--- src/rtl/rallyx_pkg.sv ---
// rtl/rallyx_pkg.sv - shared map geometry, headings and probe types
package rallyx_pkg;

   localparam logic [3:0] DIR_YNEG = 4'b0001;
   localparam logic [3:0] DIR_YPOS = 4'b0010;
   localparam logic [3:0] DIR_XPOS = 4'b0100;
   localparam logic [3:0] DIR_XNEG = 4'b1000;

   localparam int TILE_SHIFT  = 4;
   localparam int MAP_W_TILES = 80;
   localparam int MAP_H_TILES = 60;
   localparam int MAP_W_PX    = MAP_W_TILES << TILE_SHIFT;
   localparam int MAP_H_PX    = MAP_H_TILES << TILE_SHIFT;
   localparam int SPRITE_HALF = 16;

   typedef enum logic [1:0] {
      ST_IDLE,
      ST_ISSUE,
      ST_DRAIN,
      ST_COMMIT
   } probe_state_t;

   // One tag per probe slot, including OOB/suppressed ones, so timing never varies
   typedef struct packed {
      logic       valid;
      logic       rd;
      logic       force_wall;
      logic [2:0] idx;
   } probe_tag_t;

   function automatic logic dir_is_onehot(input logic [3:0] d);
      return (d == DIR_YNEG) || (d == DIR_YPOS) || (d == DIR_XPOS) || (d == DIR_XNEG);
   endfunction

endpackage

--- src/rtl/enemy_probe_addr.sv ---
// rtl/enemy_probe_addr.sv - probe point coordinate, bounds check and tile address
module enemy_probe_addr
   import rallyx_pkg::*;
#(
   parameter int LOOKAHEAD    = SPRITE_HALF + 1,
   parameter int PROBE_SPREAD = 8,
   parameter int TSHIFT       = TILE_SHIFT,
   parameter int W_TILES      = MAP_W_TILES,
   parameter int H_TILES      = MAP_H_TILES
) (
   input  logic [10:0] x,
   input  logic [10:0] y,
   input  logic [3:0]  dir,
   input  logic [2:0]  idx,
   output logic        oob,
   output logic [12:0] map_addr
);

   localparam logic signed [11:0] X_MAX = 12'((W_TILES << TSHIFT) - 1);
   localparam logic signed [11:0] Y_MAX = 12'((H_TILES << TSHIFT) - 1);
   localparam logic signed [11:0] AHEAD = 12'(LOOKAHEAD);

   logic signed [11:0] cx, cy, lat, px, py;
   logic [11:0] pxu, pyu;

   always_comb begin
      cx  = $signed({1'b0, x});
      cy  = $signed({1'b0, y});
      // (idx-2)*spread; modular 12-bit arithmetic yields the signed offset
      lat = $signed(12'(idx) * 12'(PROBE_SPREAD) - 12'(2 * PROBE_SPREAD));
      px  = cx;
      py  = cy;
      case (dir)
         DIR_YNEG: begin py = cy - AHEAD; px = cx + lat; end
         DIR_YPOS: begin py = cy + AHEAD; px = cx + lat; end
         DIR_XPOS: begin px = cx + AHEAD; py = cy + lat; end
         DIR_XNEG: begin px = cx - AHEAD; py = cy + lat; end
         default:  begin px = cx; py = cy; end
      endcase
      oob = px[11] || py[11] || (px > X_MAX) || (py > Y_MAX);
      pxu = px;
      pyu = py;
      map_addr = 13'd0;
      if (!oob) begin
         map_addr = 13'(13'(pyu >> TSHIFT) * 13'(W_TILES)) + 13'(pxu >> TSHIFT);
      end
   end

endmodule

--- src/rtl/enemy_wall_probe.sv ---
// rtl/enemy_wall_probe.sv - per-frame five-point wall probe ahead of one enemy
module enemy_wall_probe
   import rallyx_pkg::*;
#(
   parameter int LOOKAHEAD    = SPRITE_HALF + 1,
   parameter int PROBE_SPREAD = 8,
   parameter int TSHIFT       = TILE_SHIFT,
   parameter int W_TILES      = MAP_W_TILES,
   parameter int H_TILES      = MAP_H_TILES,
   parameter int ROM_LAT      = 2
) (
   input  logic        Clk,
   input  logic        Reset,
   input  logic        frame_start,
   input  logic [10:0] EnemyX,
   input  logic [10:0] EnemyY,
   input  logic [3:0]  enemyVelocity,
   output logic        map_rd,
   output logic [12:0] map_addr,
   input  logic        map_data,
   output logic [4:0]  mapE_on,
   output logic        mapE_valid,
   output logic        busy,
   output logic        overrun
);

   probe_state_t state_q, state_d;
   logic [10:0]  x_q, y_q;
   logic [3:0]   dir_q;
   logic [2:0]   idx_q;
   logic [4:0]   result_q, result_d;
   logic [4:0]   mapE_on_q;
   logic         overrun_q;
   probe_tag_t   tag_q [ROM_LAT];
   probe_tag_t   new_tag, emerge;

   logic dir_ok, probe_oob, issuing, pending, start, commit_load;
   logic [12:0] probe_addr;

   enemy_probe_addr #(
      .LOOKAHEAD    (LOOKAHEAD),
      .PROBE_SPREAD (PROBE_SPREAD),
      .TSHIFT       (TSHIFT),
      .W_TILES      (W_TILES),
      .H_TILES      (H_TILES)
   ) u_addr (
      .x        (x_q),
      .y        (y_q),
      .dir      (dir_q),
      .idx      (idx_q),
      .oob      (probe_oob),
      .map_addr (probe_addr)
   );

   always_comb begin
      dir_ok   = dir_is_onehot(dir_q);
      issuing  = (state_q == ST_ISSUE);
      map_rd   = issuing && dir_ok && !probe_oob;
      map_addr = map_rd ? probe_addr : 13'd0;

      new_tag            = '0;
      new_tag.valid      = issuing;
      new_tag.rd         = map_rd;
      new_tag.force_wall = issuing && dir_ok && probe_oob;
      new_tag.idx        = issuing ? idx_q : 3'd0;

      emerge   = tag_q[ROM_LAT-1];
      result_d = result_q;
      if (emerge.valid) begin
         result_d[emerge.idx] = emerge.rd ? map_data : emerge.force_wall;
      end

      // Final data emerges this cycle once no earlier stage still holds a tag
      pending = 1'b0;
      for (int i = 0; i < ROM_LAT - 1; i++) begin
         pending = pending | tag_q[i].valid;
      end

      start       = frame_start && ((state_q == ST_IDLE) || (state_q == ST_COMMIT));
      commit_load = (state_q == ST_DRAIN) && !pending;

      state_d = state_q;
      case (state_q)
         ST_IDLE:   if (start) state_d = ST_ISSUE;
         ST_ISSUE:  if (idx_q == 3'd4) state_d = (ROM_LAT == 1) ? ST_COMMIT : ST_DRAIN;
         ST_DRAIN:  if (!pending) state_d = ST_COMMIT;
         ST_COMMIT: state_d = start ? ST_ISSUE : ST_IDLE;
         default:   state_d = ST_IDLE;
      endcase
      // With ROM_LAT=1 the last tag emerges in the first post-issue cycle
      if ((state_q == ST_ISSUE) && (idx_q == 3'd4) && (ROM_LAT == 1)) state_d = ST_DRAIN;
   end

   always_ff @(posedge Clk) begin
      if (Reset) begin
         state_q   <= ST_IDLE;
         x_q       <= '0;
         y_q       <= '0;
         dir_q     <= '0;
         idx_q     <= '0;
         result_q  <= '0;
         mapE_on_q <= '0;
         overrun_q <= 1'b0;
         for (int i = 0; i < ROM_LAT; i++) tag_q[i] <= '0;
      end else begin
         state_q <= state_d;
         if (start) begin
            x_q      <= EnemyX;
            y_q      <= EnemyY;
            dir_q    <= enemyVelocity;
            idx_q    <= 3'd0;
            result_q <= 5'd0;
         end else begin
            if (issuing) idx_q <= idx_q + 3'd1;
            result_q <= result_d;
         end
         if (commit_load) mapE_on_q <= result_d;
         if (frame_start && busy) overrun_q <= 1'b1;
         tag_q[0] <= new_tag;
         for (int i = 1; i < ROM_LAT; i++) tag_q[i] <= tag_q[i-1];
      end
   end

   assign mapE_on    = mapE_on_q;
   assign mapE_valid = (state_q == ST_COMMIT);
   assign busy       = (state_q == ST_ISSUE) || (state_q == ST_DRAIN);
   assign overrun    = overrun_q;

endmodule

--- config.mk ---
export PLATFORM = sky130hd
export DESIGN_NAME = enemy_wall_probe
export DESIGN_NICKNAME = d
export VERILOG_FILES = /design/src/rtl/rallyx_pkg.sv /design/src/rtl/enemy_probe_addr.sv /design/src/rtl/enemy_wall_probe.sv
export SDC_FILE = /design/constraint.sdc
export NUM_CORES = 1
export LEC_CHECK = 0
export ABC_AREA = 1
export CAP_MARGIN = 25
export CORE_ASPECT_RATIO = 1.25
export CORE_UTILIZATION = 25
export CTS_BUF_LIST = sky130_fd_sc_hd__clkbuf_8
export CTS_CLUSTER_SIZE = 30
export DETAILED_ROUTE_END_ITERATION = 10
export MAX_ROUTING_LAYER = met4
export SLEW_MARGIN = 20
export SYNTH_ARGS = -nofsm -noshare
export SYNTH_HDL_FRONTEND = slang
export SYNTH_SLANG_ARGS = --single-unit
--- constraint.sdc ---
create_clock -name Clk -period 4.85 [get_ports Clk]
set_input_delay 0.485 -clock Clk [delete_from_list [all_inputs] [get_ports Clk]]
set_output_delay 0.485 -clock Clk [all_outputs]
set_load 0.01 [all_outputs]
## Word-level counts from Yosys, hierarchy flattened

Memories as Yosys holds them, arrays and structs flattened.
Index checks and enable logic that the tools add are counted.

- $add $sub $neg: 9
- Multiply operators: 1
- $lt $le $gt $ge: 4
- Equality and inequality tests: 11
- Muxes and demuxes: 20
- Bitwise operators: 2
- Reductions and logical operators: 22

Operator list:

| operator | count |
|---|---|
| $pmux W12 S3 | 2 |
| $mux W13 | 2 |
| $add A11 B5 Y12 const B | 2 |
| $add A12 B12 Y12 | 2 |
| $sub A11 B5 Y12 const B | 2 |
| $add A13 B8 Y13 | 1 |
| $gt A12 B11 Y1 const B | 1 |
| $gt A12 B12 Y1 const B | 1 |
| $mux W6 | 2 |
| $mul A8 B3 Y9 const B | 1 |
| $logic_or A1 B1 Y1 | 8 |
| $pmux W2 S4 | 1 |
| $logic_and A1 B1 Y1 | 7 |
| $sub A6 B5 Y7 const B | 1 |
| $mux W1 | 6 |
| $mux W2 | 3 |
| $reduce_or A2 Y1 | 3 |
| $bwmux W5 | 1 |
| $mux W5 | 1 |
| $eq A2 B2 Y1 const B | 2 |
| $eq A4 B1 Y1 const B | 1 |
| $eq A4 B2 Y1 const B | 1 |
| $eq A4 B3 Y1 const B | 1 |
| $eq A4 B4 Y1 const B | 1 |
| other kinds (13) | 16 |

- Flip-flop bits (word level): 42
- Bits in writable memories: 12
- Bits of input ports: 30
- Output and inout bits: 22
- Logic and storage cells: 78
- Memories kept: 1

Memories:

| memory | words | bits a word | read ports | clocked after memory_dff | write ports | line | source |
|---|---|---|---|---|---|---|---|
| tag_q | 2 | 6 | 2 | 0 | 2 | enemy_wall_probe.sv:34 | `probe_tag_t tag_q [ROM_LAT];` |

## Depth between registers and ports, before layout

- Depth after elaboration: 9
- Mapped depth: 28
- Depth with buffers taken out: 28

## Cells and area by module

Synthesis repeated with hierarchy kept, for this count alone.

- Cells, all modules: 827
- Area total of the unflattened synthesis: 5,253.8 sq um

By module, submodules not included:

| module | times used | cells each | area each (sq um) | seq. area each (sq um) |
|---|---|---|---|---|
| enemy_probe_addr | 1 | 528 | 3,030.4 | 0.0 |
| enemy_wall_probe | 1 | 299 | 2,223.4 | 1,081.0 |

## Worst setup path after synthesis

No wires, ideal clock.

- Path type: register to output
- From: register dir_q[3]
- To: output map_addr[11]
- Data arrival time: 3,876 ps
- Required time: 4,365 ps
- Setup slack: 489 ps
- Stages on the path, launching flop included: 22
- Path buffers: 0
- Path through: dfxtp_1 > inv_1 > nand2_1 > nor3_1 > inv_1 > ha_1 > nor2_1 > nor2_1 > nand2_1 > nand2_1 > a21oi_1 > o21ai_0 > a21oi_1 > ha_1 > ha_1 > ha_1 > inv_1 > or2_2 > a21oi_1 > nand3_1 > xor2_1 > nor2_4

- Word-level cells in the longest chain between the ends: 9
- Elaborated cells between the ends (all ways): 23
- Those cells by class: add/sub: 1; mul: 1; order compare: 2; eq/ne: 4; mux: 4; reduce/logical: 11

RTL lines:

| element | line | source |
|---|---|---|
| start, declared | enemy_wall_probe.sv:29 | `logic [3:0] dir_q;` |
| start signal, assigned | enemy_wall_probe.sv:110 | `dir_q <= enemyVelocity;` |
| branches (longest 8 deep; another with $add A13 B8 Y13) | n/a |  |
| $mux W13 * | enemy_wall_probe.sv:59 | `map_addr = map_rd ? probe_addr : 13'd0;` |
| end, declared | enemy_wall_probe.sv:19 | `output logic [12:0] map_addr,` |

Every way passes the cells marked *.

## Final worst setup path

- From: register dir_q[3]
- To: output map_addr[12]

Same word-level chain as after synthesis.

==> results.yml <==
global_routing:
  grt_max_degree: 31
  track_usage_pct: 13.10
  gr-total-overflow: 0
  grt_pass1_wl_mm: 20.49
  grt_pass1_vias: 4459
  antenna_found_initial: 0
flow_run:
  drv_cap: 0
floorplanning:
  rows: 56
  start_util_pct: 25.47
  fp.dieW_um: 125.7
  io_pins: 52
  coreArea_um2: 18780
  die_h_um: 156.6
  die-area_um2: 19690
routing:
  postRouteAntennaNets: 0
  remaining_drc_errors: 0
  vias: 4758
  drtIter0Drc: 251
  wl_met2_mm: 6.275
  highest_layer: "met4"
  met3WireLength_um: 310
  via_per_inst: 4.562
  wire_per_inst_um: 12.16
  drt_wl_total_mm: 12.69
  drt-pass1-iter-count: 5
  m1WireLength_mm: 5.916
sta:
  clock.fmax_ghz: 0.2195
  min_period_ps: 4556
  tightest_slew_ps: 580.2
  drv_slew: 0
  fin_skew_ps: 11.66
  slew_headroom_pct: 61.18
  final-hold-violation-count: 0
  setup_slack_ps: 293.6
  timing.final.crit_share_pct: 93.95
  finalSetupViolations: 0
layout:
  final_layout_size_suffix_gt1_share_pct: 16.03
  final_util_pct: 33.28
  n_fill_cell: 2007
  antenna_cells: 0
  nets: 906
  syn_to_final_growth_pct: 30.66
yosys:
  synth_area_um2: 4782
  synth_top_cell_area_share_pct: 22.61
  synth.distinct_cells: 39
  synth_seq_cells: 54
  syn_avg_cell_area_um2: 6.614
  yosysSeqAreaShare_pct: 22.61
  synthCells: 723
  async_flop_share_pct: 0
  synth-edff-count: 0
  netlist_top_cells_count: "nand2_1 (148), nor2_1 (101), inv_1 (99), nand3_1 (64), ha_1 (59)"
  synth_top_area_cell: "dfxtp_1"
  synth_nets: 818
  synthTopCellsByArea: "dfxtp_1 (23%), ha_1 (15%), nand2_1 (12%)"
  ys.flop_type: "dfxtp_1"
  synth_most_common_cell: "nand2_1"
  ys_warn_count: 0
critical_path:
  reg2reg_to: "tag_q[0][4]$_SDFF_PP0_"
  cp_max_fo: 6
  worst_r2r_path_depth: 17
  cp.required_ps: 4370
  critPathLaunchType: "flop"
  startpoint: "dir_q[3]$_SDFFE_PP0P_"
  r2r-start: "dir_q[3]$_SDFFE_PP0P_"
  worstPathArrival_ps: 4070
  rrSetupSlack_ps: 1940
  cp-end-kind: "output pin"
  path_class: "flop to output pin"
clock_network:
  htreeDepth: 2
  clkTransAtPathRegs_ps: 100
  cts_buffer_depth: 2
  clock_latency_ps: 310
  root_buffer: "clkbuf_8"
  cts_tree: "yes"
  numCtsBuffers: 5
  cts.sinks: 54
placed_design:
  dp_slack_ps: 15.97
  port_buffers: 51
  dp_hpwl_mm: 10.16
  gp_congestion: 0.9223
outcome:
  status: "completed"
min_path:
  min_from: "tag_q[0][2]$_SDFF_PP0_"
  holdPathStages: 2
  hp-class: "flop to flop"
  holdPathEnd: "tag_q[0][8]$_SDFF_PP0_"
==> logic make-up (layout without fill, tap and decap cells) <==
group / after synthesis / in the layout / share of synthesized area, %
adders and majority gates: 65 / 65 / 17.95
DFF: 54 / 54 / 22.61
and+or+nand+nor: 353 / 353 / 33.28
xor gates and xnor gates: 12 / 12 / 2.198
buffers and inverters: 118 / 206 / 9.733
AOI/OAI and AO/OA: 115 / 115 / 12.95
muxes: 6 / 6 / 1.282
==> state kept, by name, indices dropped and copies added (netlist names), 2 cells and up <==
signal	count
idx_q	3
y_q	11
x_q	11
result_q	5
tag_q	12
mapE_on	5
state_q	2
dir_q	4
==> layout by cell type, fill, tap and decap left out, types with 3 or more instances in the layout <==
| cell type | instances |
|---|---|
| a21oi_1 | 50 |
| nand2_1 | 145 |
| xnor2_1 | 4 |
| inv_2 | 9 |
| nand3_2 | 8 |
| a21oi_2 | 7 |
| dfxtp_1 | 53 |
| o21bai_1 | 4 |
| mux2i_1 | 5 |
| xor2_1 | 4 |
| nand3_1 | 60 |
| buf_4 | 42 |
| clkdlybuf4s50_1 | 46 |
| nand3b_1 | 5 |
| clkbuf_8 | 5 |
| nand2_2 | 4 |
| ha_1 | 41 |
| nand4_1 | 9 |
| nor2_1 | 98 |
| o21ai_0 | 40 |
| xor2_2 | 4 |
| ha_4 | 17 |
| nor2_4 | 12 |
| or2_2 | 5 |
| fa_1 | 6 |
| dlymetal6s2s_1 | 3 |
| inv_1 | 95 |
==> metal layers <==
layer | up-vias | global-route usage (%)
met4 | 0 | 3.659
met1 | 2139 | 15.93
met3 | 12 | 0.7863
li1 | 2518 | -
met5 | - | -
met2 | 89 | 23.33
==> repair_timing <==
action,CTS,global route
resized for setup,14,48
setup endpoints to repair,5,6
hold buffers,0,0
gates cloned,0,0
pin swaps,1,10
setup buffers,1,4
==> through the flow <==
step	hold WS (ps)	std cells	cell area [µm²]	setup TNS, ps
final	400.6	1043	6248	0
after global routing	427.7	1043	6248	-34.13
after CTS	413.2	1039	5923	0
after detailed placement	400.9	1031	5793	0
after global placement	404.7	1031	5793	0
after floorplan	388.3	723	4782	0
==> final cells by class <==
class                      count  area (µm²)  share of cell area (%)
multi-input combinational    551        3570                   57.13
sequential                    54        1082                   17.32
timing repair buffer          93       823.3                   13.18
inverter                     106       400.4                   6.408
tap                          232       290.3                   4.646
clock buffer                   5       68.82                   1.101
clock inverter                 2       13.76                  0.2203
==> how the worst max path moves through the flow <==
stage                   endpoint  slack, ps  cells after the start
finish              map_addr[12]        290                     27
global route        map_addr[12]        -30                     26
CTS                 map_addr[10]        0.4                     25
detailed placement  map_addr[12]         20                     24
global placement    map_addr[12]         50                     24
floorplan           map_addr[11]        490                     21
==> critical path, stage by stage (launching register included) <==
cell,delay [ps]
dfxtp_1,330
inv_1,70
nand2_1,60
nor3_2,200
inv_2,160
ha_4,280
nand2_1,90
nor2_1,50
nand2_1,80
nand2_1,90
a21oi_1,120
o21ai_1,110
a21oi_2,210
ha_1,270
ha_1,300
ha_1,270
inv_1,50
nor2_1,110
nor2_1,70
nor2_1,80
inv_1,60
nor2_2,130
nand3_2,80
buf_4,140
nand2_1,50
nand2_1,40
nor2_1,90
buf_2,150
Power is left out: the tool's default activity adds up to more than one toggle a clock period on the data nets, which glitch-free logic cannot reach.
